## src/rtl/rgbw_sout.sv

```systemverilog
// rgbw_sout: FIFO GRB words to SK6812 RGBW serial stream; define RGBW_WHITE_EXTRACT_EN to move min(R,G,B) into W.
module rgbw_sout #(
    parameter int T0H    = 29,
    parameter int T1H    = 58,
    parameter int TBIT   = 115,
    parameter int TRESET = 7680
) (
    input  logic        clk,
    input  logic        rst,
    input  logic        fifo_empty,
    input  logic [31:0] fifo_rd_data,
    output logic        fifo_rd_en,
    output logic        sout,
    output logic        busy,
    output logic [15:0] pix_count
);
    typedef enum logic [2:0] {IDLE, CONVERT, BIT_HIGH, BIT_LOW, LATCH} state_t;
    localparam logic [12:0] T0H_LAST = 13'(T0H - 1);
    localparam logic [12:0] T1H_LAST = 13'(T1H - 1);
    localparam logic [12:0] L0_LAST  = 13'(TBIT - T0H - 1);
    localparam logic [12:0] L1_LAST  = 13'(TBIT - T1H - 1);
    localparam logic [12:0] RST_LAST = 13'(TRESET - 1);
    state_t      state_q, state_d;
    logic [25:0] hold_q, hold_d;
    logic [31:0] shift_q, shift_d;
    logic [4:0]  bit_q, bit_d;
    logic [12:0] cnt_q, cnt_d;
    logic [15:0] pix_q, pix_d;
    logic        rd_en_q, rd_en_d;
    logic        sout_q, sout_d;
    logic [7:0]  g, r, b, w;
    logic [31:0] conv;
    logic [12:0] hi_last, lo_last;
    logic        unused_bits;
    assign unused_bits = ^fifo_rd_data[29:24];
    assign g = hold_q[23:16];
    assign r = hold_q[15:8];
    assign b = hold_q[7:0];
`ifdef RGBW_WHITE_EXTRACT_EN
    logic [7:0] min_gr;
    assign min_gr = (g < r) ? g : r;
    assign w      = (min_gr < b) ? min_gr : b;
`else
    assign w = 8'h00;
`endif
    // w never exceeds any channel, so these subtractions cannot wrap
    assign conv    = {g - w, r - w, b - w, w};
    assign hi_last = shift_q[31] ? T1H_LAST : T0H_LAST;
    assign lo_last = shift_q[31] ? L1_LAST : L0_LAST;
    always_comb begin
        state_d = state_q;
        hold_d  = hold_q;
        shift_d = shift_q;
        bit_d   = bit_q;
        cnt_d   = cnt_q + 13'd1;
        pix_d   = pix_q;
        rd_en_d = 1'b0;
        case (state_q)
            IDLE: begin
                // the pop cycle dispatches on the held word; fifo_empty is not looked at
                if (rd_en_q) begin
                    cnt_d   = 13'd0;
                    state_d = !hold_q[25] ? IDLE : hold_q[24] ? LATCH : CONVERT;
                    pix_d   = (hold_q[25] && hold_q[24]) ? 16'd0 : pix_q;
                end else if (!fifo_empty) begin
                    hold_d  = {fifo_rd_data[31:30], fifo_rd_data[23:0]};
                    rd_en_d = 1'b1;
                end
            end
            CONVERT: begin
                shift_d = conv;
                bit_d   = 5'd31;
                cnt_d   = 13'd0;
                state_d = BIT_HIGH;
            end
            BIT_HIGH: begin
                if (cnt_q == hi_last) begin
                    cnt_d   = 13'd0;
                    state_d = BIT_LOW;
                end
            end
            BIT_LOW: begin
                if (cnt_q == lo_last) begin
                    cnt_d   = 13'd0;
                    state_d = (bit_q == 5'd0) ? IDLE : BIT_HIGH;
                    pix_d   = (bit_q == 5'd0) ? pix_q + 16'd1 : pix_q;
                    shift_d = (bit_q == 5'd0) ? shift_q : {shift_q[30:0], 1'b0};
                    bit_d   = (bit_q == 5'd0) ? bit_q : bit_q - 5'd1;
                end
            end
            LATCH: state_d = (cnt_q == RST_LAST) ? IDLE : LATCH;
            default: state_d = IDLE;
        endcase
        sout_d = (state_d == BIT_HIGH);
    end
    always_ff @(posedge clk) begin
        if (rst) begin
            state_q <= IDLE;
            hold_q  <= '0;
            shift_q <= '0;
            bit_q   <= '0;
            cnt_q   <= '0;
            pix_q   <= '0;
            rd_en_q <= 1'b0;
            sout_q  <= 1'b0;
        end else begin
            state_q <= state_d;
            hold_q  <= hold_d;
            shift_q <= shift_d;
            bit_q   <= bit_d;
            cnt_q   <= cnt_d;
            pix_q   <= pix_d;
            rd_en_q <= rd_en_d;
            sout_q  <= sout_d;
        end
    end
    assign fifo_rd_en = rd_en_q;
    assign sout       = sout_q;
    assign busy       = (state_q != IDLE) || rd_en_q;
    assign pix_count  = pix_q;
endmodule

```

## config.mk

```make
export PLATFORM = sky130hd
export DESIGN_NAME = rgbw_sout
export DESIGN_NICKNAME = d
export VERILOG_FILES = /design/src/rtl/rgbw_sout.sv
export SDC_FILE = /design/constraint.sdc
export NUM_CORES = 1
export LEC_CHECK = 0
export ABC_AREA = 0
export BUFFER_PORTS_ARGS = -buffer_cell sky130_fd_sc_hd__buf_2
export CAP_MARGIN = 40
export CORE_MARGIN = 2
export CORE_UTILIZATION = 25
export DETAILED_ROUTE_END_ITERATION = 10
export PLACE_DENSITY = 0.47
export SKIP_CTS_REPAIR_TIMING = 1
export SYNTH_ARGS = -nofsm -noshare
export SYNTH_HDL_FRONTEND = slang
export SYNTH_SLANG_ARGS = --single-unit
```

## constraint.sdc

```tcl
create_clock -name clk -period 2.7 [get_ports clk]
set_clock_uncertainty 0.05 [all_clocks]
set_input_delay 0.135 -clock clk [delete_from_list [all_inputs] [get_ports clk]]
set_output_delay 0.135 -clock clk [all_outputs]
set_load 0.1 [all_outputs]
```

* Yosys cells after proc, flatten, opt, wreduce, memory -nomap -nowiden
Index checks and enable logic that the tools add are counted.
** Cells by class
- $add $sub $neg :: 3
- $mul :: 0
- Div/mod/pow operators :: 0
- Magnitude comparators :: 0
- Eq/ne operators :: 13
- Shift-type cells :: 0
- Muxes and demuxes :: 26
- Bitwise gates (word level) :: 3
- Reductions and logical operators :: 11
** Operators with widths (number)
- two-way mux 16 bit :: 4
- two-way mux 32 bit :: 2
- case mux 32 bit (2 select lines) :: 1
- case mux 13 bit (4 select lines) :: 1
- two-way mux 13 bit :: 3
- case mux 16 bit (2 select lines) :: 1
- two-way mux 3 bit :: 6
- adder 16 x 1 -> 16 bit, second input constant :: 1
- case mux 3 bit (5 select lines) :: 1
- adder 13 x 1 -> 13 bit, second input constant :: 1
- == test 13 bit, second input constant :: 1
- == test 13 x 6 -> 1 bit :: 1
- == test 13 x 7 -> 1 bit :: 1
- two-way mux 5 bit :: 2
- inequality test 2 bit, second input constant :: 5
- case mux 5 bit (2 select lines) :: 1
- == test 3 x 2 -> 1 bit, second input constant :: 3
- two-way mux 7 bit :: 1
- two-way mux 6 bit :: 1
- AND reduction 3 bit :: 2
- zero test 5 bit :: 1
- AND reduction 5 bit :: 1
- subtractor 5 x 1 -> 5 bit, second input constant :: 1
- nonzero test 2 bit :: 2
- 10 further kinds :: 12
** Word-level totals
- Register bits after elaboration :: 97
- Bits in latches :: 0
- RAM bits :: 0
- Memory bits (read-only) :: 0
- Bits of input ports :: 35
- Output and inout bits :: 19
- Logic and storage cells :: 64
- Memories :: 0

* Longest topological paths before layout
Gate-level depths: netlist (run 1).
- Depth in word-level cells :: 5
- Depth in mapped cells :: 7
- Mapped depth without buffers :: 6

* Worst setup path before layout (run 1)
Ideal clock, no wire load.
- Path kind :: reg2reg
- From :: reg pix_q[3] (netlist: pix_count[3])
- To :: reg pix_q[9] (netlist: pix_count[9])
- Library setup time :: 122 ps
- Arrival time :: 2272 ps
- Data required time :: 2528 ps
- Slack :: 256 ps
- Cell stages (with the launch flop) :: 6
- Path buffers :: 1
- Period minus slack after synthesis :: 2444 ps
- Cell sequence :: dfxtp_1 -> and4_1 -> buf_1 -> nand3_1 -> or4_1 -> mux2i_1
** On the way
- Cells in the longest elaborated chain, start to end :: 4
** RTL lines
- start, declared :: line 28 : logic [15:0] pix_q, pix_d;
- start signal, assigned :: line 112 : pix_q <= pix_d;
- adder 16 x 1 -> 16 bit :: line 86 : pix_d = (bit_q == 5'd0) ? pix_q + 16'd1 : pix_q;
- two-way mux 16 bit :: line 86
- two-way mux 16 bit :: line 83 : if (cnt_q == lo_last) begin
- case mux 16 bit (2 select lines) :: line 58 : case (state_q)
No other way between the ends. The select of a mux whose other input is x is not followed.
A chain may end at the register's enable or synchronous reset.

* Final worst setup path (run 1)
- From :: reg bit_q[0]
- To :: reg pix_q[9] (netlist: pix_count[9])
** On the way
- Cells in the longest elaborated chain, start to end :: 3
** RTL lines
- start, declared :: line 26 : logic [4:0] bit_q, bit_d;
- start signal, assigned :: line 110 : bit_q <= bit_d;
- zero test 5 bit :: line 86
- inequality test 2 bit (no line)
- AND reduction 5 bit (no line)
No other way between the ends.

==> results of run 1 <==
[report_power, final]
part	internal, uW	leakage [uW]	switching, uW
Combinational	92.0	0.000947	127
Sequential	1350	0.000722	28.8
Clock	623	0.000126	524
[final cells by class]
class	count	share of cell area, %
flip-flops and latches	89	32.83
well taps	225	5.188
repair buffers	86	11.21
inverters	4	0.2767
clock inverters	4	0.5534
multi-input cells	380	45.65
clock buffers	11	4.289
[routing by layer]
| layer | track usage [%] | vias up |
|---|---|---|
| met4 | 3.458 | 0 |
| li1 | - | 2003 |
| met2 | 19.29 | 77 |
| met1 | 16.63 | 1935 |
| met3 | 3.164 | 9 |
| met5 | 0 | - |
[per-stage QoR]
stage / utilization (%) / cell area (sq um) / setup WS (ns)
CTS: 29.89 / 5206 / 0.5193
finish: 31.16 / 5426 / 0.5140
global placement: 28.38 / 4943 / 0.5527
detailed placement: 28.38 / 4943 / 0.5468
global route: 31.16 / 5426 / 0.3750
floorplan: - / 4474 / 0.2559
[worst min-delay path, delay by kind of cell]
family / cells / cell delay (ns)
simple gates: 1 / 0.05
buf+inv: 1 / 0.10
compound gates: 1 / 0.05
[registers in the layout, indices dropped and copies added (netlist names)]
name / cells
bit_q: 5
cnt_q: 13
fifo_rd_en: 1
hold_q: 26
pix_count: 16
shift_q: 24
sout: 1
state_q: 3
[layout by cell type (no fill, tap or decap), types with 2 or more instances in the layout]
master,count
and3_1,3
ha_1,4
o31ai_1,4
nor4_1,7
mux2i_1,11
inv_1,4
and4bb_2,2
a311oi_1,5
o211ai_1,3
nor4b_1,2
xor2_1,3
a21oi_1,33
dlygate4sd3_1,22
nand4b_1,3
or4_1,7
buf_4,15
nand3b_1,2
dfxtp_1,89
nor2_1,12
a211oi_1,36
nand4_1,9
and3b_1,2
xnor2_1,9
clkbuf_1,2
o21ai_0,5
or4b_1,2
and4_1,4
nor4_4,2
clkbuf_16,9
or3_1,2
buf_2,47
nor2b_1,3
nor3_1,11
nand2_1,120
nand2b_1,15
a31oi_1,3
buf_12,2
o311ai_0,2
a311oi_2,19
nand3_1,13
[worst paths after layout]
| kind | start | end | slack, ns | depth (start not counted) |
|---|---|---|---|---|
| setup / recovery | bit_q[0] | pix_count[9] | 0.51 | 7 |
| hold / removal | fifo_rd_data[6] | hold_q[6] | -0.02 | 3 |
| setup reg to reg | bit_q[0] | pix_count[9] | 0.51 | 7 |
| hold reg to reg | hold_q[17] | hold_q[17] | 0.41 | 2 |
[logic make-up (layout without fill, tap and decap cells)]
family	Yosys count	in the layout	share of synthesized area (%)
xor gates and xnor gates	12	12	2.349
DFF	89	89	39.82
AOI/OAI and AO/OA	121	121	21.67
muxes	11	11	2.461
buffers and inverters	49	105	5.201
adders and majority gates	4	4	1.119
and+or+nand+nor	232	232	27.38
==> impl_metrics.ini, run 1 <==
[run_status]
status = finished with violations
violations = hold timing

[grt]
grt_pass1_wl_um = 18550
grt_pass1_vias = 3646
grt.overflow.total = 0
grtUsageTotal_pct = 12.29
antenna_found_initial = 0
grt_max_degree = 54

[run]
cap_violations = 0

[floorplanning]
start_util_pct = 25.69
io_pins = 54
die_width_um = 137.8
dieArea_sq_um = 18980
core_area_sq_um = 17420
rows = 48
die_h_um = 137.8

[synth]
synth_warnings = 0
synthDistinctLibCells = 61
synth_top_area_share_pct = 39.82
synthCells = 518
synth_area_leaders = dfxtp_1 (40%), nand2_1 (10%), a311oi_2 (6.4%)
synthesis.area_sq_um = 4474
yosys-top-cells-count = nand2_1 (120), dfxtp_1 (89), a211oi_1 (36)
synth_largest_area_cell = dfxtp_1
yosysSeqAreaShare_pct = 39.82
yosysMostFrequentCell = nand2_1
syn_nets = 557
ys.flop_type = dfxtp_1
async_reset_ff_share_pct = 0
synth.avg_cell_area_sq_um = 8.638
synth_edf_count = 0
synth.ff_latch_count = 89

[clocking]
cts.htree.levels = 3
cts_buffers = 9
cts.sinks = 89
clk_pin_slew_ns = 0.06
cts-root-buf = clkbuf_16
clock_latency_ns = 0.34
clk_path_buf_depth = 2
cts_tree = built

[power_and_ir_drop]
powerDensity_nw_per_um2 = 505.5
vdd_drop_max_v = 0.0003103
leakagePower_uw = 0.001795
power_uw = 2743

[placement]
portBuffers = 47
dp_hpwl_um = 7341
place_inst = 762
gp_congestion = 0.7125

[routing]
viasPerCell = 5.036
post_drt_wl_per_cell_um = 14.09
drt_iter0_markers = 324
antenna_left = 0
routed.top_layer = met4
wl_met2_um = 5114
drc_errors = 0
routed_wl_um = 11250
num_vias = 4024
first_pass_iters = 4
wl_met1_um = 5476
dr_wl_met3_um = 518

[critical_path]
crit_chain = inv_1 -> ha_1 -> nor4b_4 -> nand4_1 -> buf_4 -> or4_1 -> mux2i_1
cp-start-kind = flop
worstPathMaxFanout = 18
max_stage_delay_ns = 0.50
cp_slowest_cell = or4_1
worstPathRequired_ns = 2.88
crit_buf_inv = 2
critical_path.top_delay_family = simple AND/OR/NAND/NOR gates
critical_path_class = flop to flop
end_kind = flop
cp.arrival_ns = 2.37

[sta]
final.min_clock_period_ns = 2.186
worstMarginPinSlew_ns = 0.6074
drv_slew = 0
timing.hold.ws_ns = -0.02004
period_share_pct = 80.96
fmax_mhz = 457.5
final_hold_viol_count = 4
finalSetupViolations = 0
grt_setup_unrepaired = no
finalSetupTns_ns = 0
slew_headroom_pct = 59.19

[finish]
fill_cells = 1869
drive_gt1_share_pct = 19.16
area_delta_synth_final_pct = 21.28
antennaDiodeCount = 0
final_cells = 799
multi_input_area_sq_um = 2477
regArea_sq_um = 1782
nNetsFinal = 609

[worst_hold_path]
hold_path_class = input pin to flop
No activity file was read; power rests on OpenSTA's default activity.
==> inputs of run 2 (changes only) <==
- ABC_AREA: 0 -> 1
- PLACE_DENSITY: 0.47 -> 0.48
- clock period: 2.7 -> 1.8 ns (I/O delays scaled with it)
==> run 2 against run 1 <==
  * The run still ends with hold timing left
  * Synthesized cell count rose by 26%
  * Global-route usage up 0.20 points
  * Total power grew 60%
  * Critical path depth down 1
  * Register-to-register slack got worse by 0.35 ns
  * Synthesized area fell by 1.8%
  * Worst setup slack lost 0.37 ns
  * Cell count grew 18%
  * Count of clock-buffer cells in the layout down 2
  * Routed wire length decreased by 3.6%
  * Largest power group unchanged
  * Highest routed layer unchanged
==> impl_metrics.ini, run 2 <==
[routing]
first_pass_iters = 5
drc_errors = 0
viasPerCell = 4.379
drt_iter0_markers = 215
antenna_left = 0
num_vias = 4138
post_drt_wl_per_cell_um = 11.49
routed_wl_um = 10850

[finish]
final_common_cell = nand2_1
nNetsFinal = 754
regMostFlops = hold_q
final_cell_mix = nand2_1 (168), a21oi_1 (76), nand3_1 (72)
drive_gt1_share_pct = 17.78
final_area_sq_um = 5459
antennaDiodeCount = 0
fin_util_pct = 31.67
area_delta_synth_final_pct = 24.20
largest_reg_flops = 26

[power_and_ir_drop]
vdd_drop_max_v = 0.0004829
power_uw = 4389
leakagePower_uw = 0.002143
powerDensity_nw_per_um2 = 803.9

[synth]
yosysMostFrequentCell = nand2_1
synthCells = 653
synth.avg_cell_area_sq_um = 6.731
synth_largest_area_cell = dfxtp_1
synth_top_area_share_pct = 40.54
async_reset_ff_share_pct = 0
synth.ff_latch_count = 89
yosys-top-cells-count = nand2_1 (168), dfxtp_1 (89), a21oi_1 (76)
synthDistinctLibCells = 28
synth_warnings = 0
synthesis.area_sq_um = 4395
yosysSeqAreaShare_pct = 40.54
synth_edf_count = 0
ys.flop_type = dfxtp_1
synth_area_leaders = dfxtp_1 (41%), nand2_1 (14%), a21oi_1 (8.7%)
syn_nets = 692

[sta]
drv_slew = 0
period_share_pct = 92.00
fmax_mhz = 603.9
worstMarginPinSlew_ns = 0.5364
finalSetupViolations = 0
final.min_clock_period_ns = 1.656
timing.hold.ws_ns = -0.03537
slew_headroom_pct = 64.24
layout_setup_ws_ns = 0.1440
final_hold_viol_count = 17

[floorplanning]
dieArea_sq_um = 18660
die_width_um = 136.6
rows = 48
core_area_sq_um = 17240
die_h_um = 136.6
start_util_pct = 25.50
io_pins = 54

[run_status]
status = finished with violations
violations = hold timing

[critical_path]
reg2reg_slack_ns = 0.16
r2r_end = shift_q[31]
worstPathMaxFanout = 10
crit_chain = inv_1 -> nand2_1 -> nor2_1 -> buf_4 -> nand2_1 -> buf_12
worstPathRequired_ns = 1.66
critical_path.top_delay_family = buffers and inverters
end_kind = primary output
critical_path_class = flop to primary output
max_stage_delay_ns = 0.32
cp.arrival_ns = 1.52
cpMostUsedCell = nand2_1
cp-start-kind = flop
timing.rr.start = cnt_q[1]
worst_r2r_path_depth = 8
crit_buf_inv = 3
cp_slowest_cell = dfxtp_1

[placement]
portBuffers = 47
post_dp_cell_area_sq_um = 5021
dp_hpwl_um = 7391
gp_congestion = 0.7845
post-place-ws_ns = 0.02490

[worst_hold_path]
hp-start = fifo_rd_data[18]
hold_path_end = hold_q[18]
hold_path_class = input pin to flop
whs_path_depth = 3

[grt]
grt.overflow.total = 0
grtUsageTotal_pct = 12.49
grt_pass1_wl_um = 18640
antenna_found_initial = 0
grt_pass1_vias = 3892
grt_max_degree = 48

[clocking]
clk_path_buf_depth = 2
cts-root-buf = clkbuf_16
cts.htree.levels = 3
cts_tree = built
clock_latency_ns = 0.35
cts.sinks = 89
clk_pin_slew_ns = 0.07
cts_buffers = 9

[run]
cap_violations = 0
[run 2: cell types whose count changed after synthesis, moves of 7 or more]
cell      before  now
nand3_1       13   72
inv_1          4   62
nand2_1      120  168
nor2_1        12   58
a21oi_1       33   76
a211oi_1      36    0
o21ai_0        5   39
a311oi_2      19    0
nand2b_1      15    0
mux2i_1       11    1
clkbuf_1      27   20
nor4_1         7    0
or4_1          7    0
[run 2: cells by family after synthesis]
logic type	synth area share, %
DFF	40.54
muxes	0.2277
xor gates and xnor gates	2.192
buffers and inverters	9.678
AOI/OAI and AO/OA	14.38
adders and majority gates	1.139
and+or+nand+nor	31.85
[run 2: power by group]
group / leakage, uW / internal, uW / switching, uW / total [uW]
clock network: 0.000158 / 1120 / 905 / 2030
registers: 0.000735 / 2020 / 27.4 / 2040
logic: 0.00125 / 124 / 192 / 316
total: 0.00214 / 3260 / 1120 / 4390
[run 2: how the worst max path moves through the flow]
stage	start	endpoint	slack [ns]	depth (start not counted)
3_5_place_dp	shift_q[31]	pix_count[1]	0.02	10
4_1_cts	cnt_q[0]	sout	-0.01	7
6_report	state_q[0]	busy	0.14	6
2_1_floorplan	pix_count[1]	pix_count[8]	0.09	8
5_1_grt	shift_q[31]	pix_count[14]	-0.007	11
3_3_place_gp	cnt_q[0]	sout	0.04	7
[run 2: metal layers]
layer	global-route usage [%]	vias up	routed length [um]
met4	4.109	0	159
met2	20.00	60	4744
met1	16.76	1826	5622
met5	0	-	0
met3	2.519	11	328
li1	-	2241	-
[run 2: per-stage QoR]
stage	TNS, ns	instances
global route	-0.006976	945
finish	0	945
floorplan	0	653
CTS	-0.01295	936
global placement	0	920
detailed placement	0	920
[run 2: final cells by class]
type | instances | area [sq um]
flip-flops and latches | 89 | 1823
well taps | 225 | 281.5
fillers | 1903 | 11780
clock buffers | 9 | 225.2
inverters | 65 | 244.0
clock inverters | 7 | 92.59
repair buffers | 86 | 586.8
multi-input cells | 464 | 2206
[run 2: tightest hold or removal path, delay by kind of cell]
kind	cells	cell delay [ns]
compound gates	2	0.17
buf+inv	1	0.07
